**src/rtl/inst_fifo.sv**
```systemverilog
// Dual-ported instruction FIFO between fetch and dual-issue decode.
// Up to two pushes and two pops per cycle; head and head+1 are always presented.
module inst_fifo #(
  parameter int DEPTH = 16,
  parameter int AW    = 4
) (
  input  logic        clk,
  input  logic        rst,
  input  logic        fifo_rst,
  input  logic        write_en1,
  input  logic        write_en2,
  input  logic [31:0] write_inst1,
  input  logic [31:0] write_inst2,
  input  logic [31:0] write_addr1,
  input  logic [31:0] write_addr2,
  input  logic        read_en1,
  input  logic        read_en2,
  output logic [31:0] read_inst1,
  output logic [31:0] read_inst2,
  output logic [31:0] read_addr1,
  output logic [31:0] read_addr2,
  output logic        empty,
  output logic        almost_empty,
  output logic        full
);

  typedef struct packed {
    logic [31:0] inst;
    logic [31:0] pc;
  } entry_t;

  entry_t        mem [DEPTH];
  logic [AW-1:0] rd_ptr, wr_ptr, rd_ptr1, wr_ptr1;
  logic [AW:0]   count;
  logic [1:0]    wr_n, rd_req, rd_n;

  assign rd_ptr1 = rd_ptr + AW'(1);
  assign wr_ptr1 = wr_ptr + AW'(1);

  assign empty        = (count == '0);
  assign almost_empty = (count == (AW+1)'(1));
  // full leaves headroom for a dual push; a same-cycle pop does not count
  assign full         = (count >= (AW+1)'(DEPTH-1));

  always_comb begin
    wr_n = 2'd0;
    if (write_en1 && !full) wr_n = write_en2 ? 2'd2 : 2'd1;
  end

  always_comb begin
    rd_req = 2'd0;
    if (read_en1) rd_req = read_en2 ? 2'd2 : 2'd1;
    rd_n = rd_req;
    if (empty)                             rd_n = 2'd0;
    else if (almost_empty && rd_req == 2'd2) rd_n = 2'd1;
  end

  always_ff @(posedge clk) begin
    if (rst || fifo_rst) begin
      rd_ptr <= '0;
      wr_ptr <= '0;
      count  <= '0;
    end else begin
      wr_ptr <= wr_ptr + AW'(wr_n);
      rd_ptr <= rd_ptr + AW'(rd_n);
      count  <= count + (AW+1)'(wr_n) - (AW+1)'(rd_n);
    end
  end

  // Storage has no reset; validity is tracked purely by count
  always_ff @(posedge clk) begin
    if (!rst && !fifo_rst && wr_n != 2'd0) begin
      mem[wr_ptr] <= '{inst: write_inst1, pc: write_addr1};
      if (wr_n == 2'd2) mem[wr_ptr1] <= '{inst: write_inst2, pc: write_addr2};
    end
  end

  always_comb begin
    read_inst1 = '0;
    read_addr1 = '0;
    read_inst2 = '0;
    read_addr2 = '0;
    if (count >= (AW+1)'(1)) begin
      read_inst1 = mem[rd_ptr].inst;
      read_addr1 = mem[rd_ptr].pc;
    end
    if (count >= (AW+1)'(2)) begin
      read_inst2 = mem[rd_ptr1].inst;
      read_addr2 = mem[rd_ptr1].pc;
    end
  end

endmodule

```
**config.mk**
```make
export PLATFORM = sky130hd
export DESIGN_NAME = inst_fifo
export DESIGN_NICKNAME = d
export VERILOG_FILES = /design/src/rtl/inst_fifo.sv
export SDC_FILE = /design/constraint.sdc
export NUM_CORES = 2
export LEC_CHECK = 0
export ABC_CLOCK_PERIOD_IN_PS = 8900
export BUFFER_PORTS_ARGS = -buffer_cell sky130_fd_sc_hd__clkbuf_2
export CELL_PAD_IN_SITES_DETAIL_PLACEMENT = 0
export CELL_PAD_IN_SITES_GLOBAL_PLACEMENT = 1
export CORE_MARGIN = 8
export CORE_UTILIZATION = 25
export CTS_BUF_LIST = sky130_fd_sc_hd__clkbuf_4 sky130_fd_sc_hd__clkbuf_8
export DETAILED_ROUTE_END_ITERATION = 10
export PLACE_DENSITY_LB_ADDON = 0.1
export SLEW_MARGIN = 40
export SYNTH_ARGS = -nofsm -noshare
export SYNTH_HDL_FRONTEND = slang
export SYNTH_SLANG_ARGS = --single-unit
```
**constraint.sdc**
```tcl
create_clock -name clk -period 8.9 [get_ports clk]
set_input_delay 0.445 -clock clk [delete_from_list [all_inputs] [get_ports clk]]
set_output_delay 0.445 -clock clk [all_outputs]
set_load 0.1 [all_outputs]
```
# == After elaboration in Yosys (flattened, before gate mapping) ==
# Memory sizes are Yosys's and may differ from the RTL's. A register that Yosys moved wholly into a read port is not among the register bits.
# Cells that the tools add are included.
# classes
addsub,6
n_eq_ne,3
n_lt_le_gt_ge,3
muxes,16
n_reduce_logical,10
# ops
operator,count
$mux 32,4
$mux 2,6
$add 4x1->4 const B,2
$add 4x2->4,2
$add 5x2->5,1
$eq 5x1->1 const B,1
$ge 5x1->1 const B,1
$ge 5x2->1 const B,1
$ge 5x4->1 const B,1
$logic_not 5->1,1
$mux 1,5
$sub 5x2->5,1
$eq 2x2->1 const B,2
$logic_and 1x1->1,4
$mux 4,1
$logic_not 1->1,3
$reduce_bool 2->1,1
$logic_or 1x1->1,1
# word_totals
input_bits,135
reg_bits,13
mem_bits_rw,1024
memories,1
# mem_list
name,words,width,read_ports,rd_ports_with_merged_regs,write_ports,line_no,text
mem,16,64,2,1,2,32,entry_t mem [DEPTH];

# == Logic depth before layout (Yosys ltp) ==
# depth
depth_word,8
depth_mapped,15
mapped_depth_nobuf,15

# == Worst setup path after synthesis ==
# No wires, ideal clock.
# synth_timing
path_type,input to register
start,input fifo_rst
end,"memory mem[10][0] (netlist bit), enable pin"
arrival_ps,5774
slack_ps,2551
setup_ps,574
cell_stages,5
cell_sequence,or2_1 -> buf_2 -> nor3b_2 -> nand3_1 -> o21ai_0
# synth_lines
item,line_no,text
from (decl),9,"input logic fifo_rst,"
to (decl),32,

# == Final worst setup path ==
# layout_timing
start,register rd_ptr[0]
end,output read_inst2[29]
# layout_via
elab_chain_len,3
# layout_lines
item,line_no,text
from (decl),33,"logic [AW-1:0] rd_ptr, wr_ptr, rd_ptr1, wr_ptr1;"
from (signal assigned),65,rd_ptr <= rd_ptr + AW'(rd_n);
$add 4x1->4,37,assign rd_ptr1 = rd_ptr + AW'(1);
$mem_v2 16x64,--,
$mux 32,87,if (count >= (AW+1)'(2)) begin
to (decl),19,"output logic [31:0] read_inst2,"
# No other way between the ends.

==> flow_summary.json <==
{
  "final_common_cell": "mux2_2",
  "cts_resized": 0,
  "cts_tree": "done",
  "drive_gt1_share_pct": 46.8,
  "detail-route-antenna-nets": 0,
  "clock_sinks": 1037,
  "worstMarginPinSlew_ns": 0.923,
  "dr.pass1.iters": 7,
  "yosys-top-cells-area": "edfxtp_1 (50%), mux2_2 (21%), mux4_2 (9.4%)",
  "hpwl_um": 147000,
  "cap_violations": 0,
  "setup_tns_ns": 0,
  "synth_top_area_share_pct": 50.0,
  "yosys_warnings": 0,
  "max_stage_delay_ns": 0.87,
  "antenna_found_initial": 30,
  "clk_path_buf_depth": 3,
  "hold_viol": 0,
  "critPathMaxFanout": 50,
  "synthToLayoutAreaGrowth_pct": 18.4,
  "start_kind": "flop",
  "drt_iter0_drc": 2884,
  "nFillCells": 24600,
  "utilization_pct": 29.7,
  "pwr-share-comb_pct": 38.6,
  "status": "complete, no violations",
  "clk_latency_ns": 0.97,
  "core_sq_um": 245000,
  "synth_top_area_cell": "edfxtp_1",
  "cp_top_family": "buffers and inverters",
  "clkSlewWorstSetupHoldPaths_ns": 0.06,
  "cts_root_buffer": "clkbuf_8",
  "final_cell_mix": "mux2_2 (1159), edfxtp_1 (1024), mux2i_1 (384)",
  "wirelength_um": 268000,
  "syn-num-nets": 4312,
  "seq_area_frac_synth_pct": 50.5,
  "syn_avg_cell_area_sq_um": 14.8,
  "synth_cell_types": 38,
  "avgViaCountPerCell": 5.18,
  "final.period_utilization_pct": 66.1,
  "p_int_mw": 9.54,
  "grt_pass1_wl_um": 369000,
  "start_util_pct": 25.1,
  "cp.required_ns": 8.46,
  "rsz0062_at_grt": "false",
  "gp_congestion": 0.726,
  "crit_chain": "ha_4, xor2_4, buf_6, nand2_4, buf_4, o22ai_1, o32ai_1, clkbuf_2",
  "drc": 0,
  "nNetsFinal": 4626,
  "fmax_mhz": 170,
  "dieHeight_um": 512,
  "port_buffers": 265,
  "pwr-share-seq_pct": 32.3,
  "grt_pass1_vias": 43900,
  "power.share.switching_pct": 43.8,
  "syn_area_sq_um": 61500,
  "num_rows": 182,
  "maxSlewHeadroom_pct": 38.5,
  "grt_max_degree": 117,
  "p_leak_nw": 23.4,
  "synth_ff_type": "edfxtp_1",
  "fin_skew_ns": 0.0467,
  "synth-async-reset-ratio_pct": 0,
  "postCtsSetupBuffers": 0,
  "vias": 40800,
  "synth-seq-cells": 1037,
  "period_needed_ns": 5.88,
  "path_class": "reg -> out",
  "cts_max_level": 4,
  "die_area_sq_um": 262000,
  "globalRouteTotalUtil_pct": 19.8,
  "setup_viol": 0,
  "power_switching_mw": 7.43,
  "synth-edff-count": 1024,
  "ir_worst_vdd_v": 0.000251,
  "cp_data_arrival_time_ns": 5.44,
  "wire_per_inst_um": 34.0,
  "pwr-share-clk_pct": 29.1,
  "grt_remaining_overflow": 0,
  "critical_path_buf_inv_count": 3,
  "p_per_area_nw_per_um2": 233,
  "crit_path_top_delay_cell": "dfxtp_4",
  "cp-end-kind": "output pin",
  "min_path_type": "in -> reg",
  "cts_buffers": 211,
  "report.final.slew_viol_count": 0,
  "dieWidth_um": 512,
  "pin_count": 266,
  "synthCells": 4159
}
worst paths after layout:
path	slack, ns	startpoint	cells past startpoint	end
hold / removal	0.09	write_addr2[18]	2	mem[15][18]
setup reg to reg	4.58	count[0]	10	mem[11][20]
hold reg to reg	0.67	wr_ptr[2]	2	wr_ptr[2]
setup / recovery	3.02	rd_ptr[0]	8	read_inst2[29]
state kept, by name (all words and copies together), names as in the netlist:
name / flops
mem: 1024
count: 5
rd_ptr: 4
wr_ptr: 4
routing by layer:
layer  up-vias  track usage [%]  routed length, um
met5         -                0                 39
met1     21800             25.2             116000
li1      17500                -                  -
met4         6             5.49               7780
met3       441             2.77               9540
met2      1048             35.1             135000
through the flow:
step           setup WS [ns]  instance area [sq um]  power [mW]  cells  hold slack [ns]
5_1_grt                 2.83                  72700        17.6   7877           0.0474
3_3_place_gp            3.25                  66100        12.1   7270            0.663
3_5_place_dp            3.75                  66700        12.1   7290            0.670
4_1_cts                 2.66                  72600        17.3   7864         0.000533
2_1_floorplan           2.55                  61500        10.3   4159            0.536
6_report                3.02                  72700        17.0   7884           0.0918
cell families (layout without fill, tap and decap cells):
group / Yosys count / after routing / share of synthesized area [%]
muxes: 1920 / 1920 / 39.1
DFF: 1037 / 1037 / 50.5
buffers and inverters: 495 / 983 / 3.37
and+or+nand+nor: 395 / 395 / 3.40
AOI/OAI and AO/OA: 286 / 286 / 3.15
adders and majority gates: 18 / 18 / 0.415
xor gates and xnor gates: 8 / 8 / 0.114
other: 0 / 17 / 0
synth_stat cells (8+ instances only):
cell type	count
mux2_2	1159
edfxtp_1	1024
mux2i_1	384
clkbuf_1	294
nand3_1	268
mux4_2	256
o22ai_1	192
buf_2	162
mux2_1	121
nand4_1	75
o32ai_1	64
buf_1	21
o21ai_0	17
inv_1	16
nor2_1	15
ha_1	14
dfxtp_1	13
nand2_1	11
and2_1	8
final cells by class:
cell class | count | area [sq um] | share of cell area (%)
flip-flops and latches | 1037 | 31000 | 42.7
multi-input cells | 2627 | 28800 | 39.6
repair buffers | 580 | 4730 | 6.50
well taps | 3220 | 4030 | 5.54
clock inverters | 105 | 556 | 0.764
diodes | 17 | 42.5 | 0.0585
inverters | 16 | 75.1 | 0.103
clock buffers | 282 | 3460 | 4.76
power by group through the flow:
stage          logic, mW  clock network (mW)  registers (mW)
2_1_floorplan       4.70                   0            5.55
3_3_place_gp        6.54                   0            5.59
3_5_place_dp        6.57                   0            5.58
4_1_cts             6.66                5.13            5.48
5_1_grt             6.80                5.31            5.48
6_report            6.54                4.94            5.48
worst register-to-register path, delay by kind of cell (launching register included):
family,cells,cell delay [ns]
AOI/OAI and AO/OA,1,0.10
buffers and inverters,6,2.30
DFF,1,0.59
muxes,1,0.46
and+or+nand+nor,2,0.61
what timing repair did:
action	4_1_cts	5_1_grt
hold buffers	187	0
endpoints found under the setup margin	0	0
endpoints found under the hold margin	886	0
Note: power is estimated with default switching activity, not from simulation.
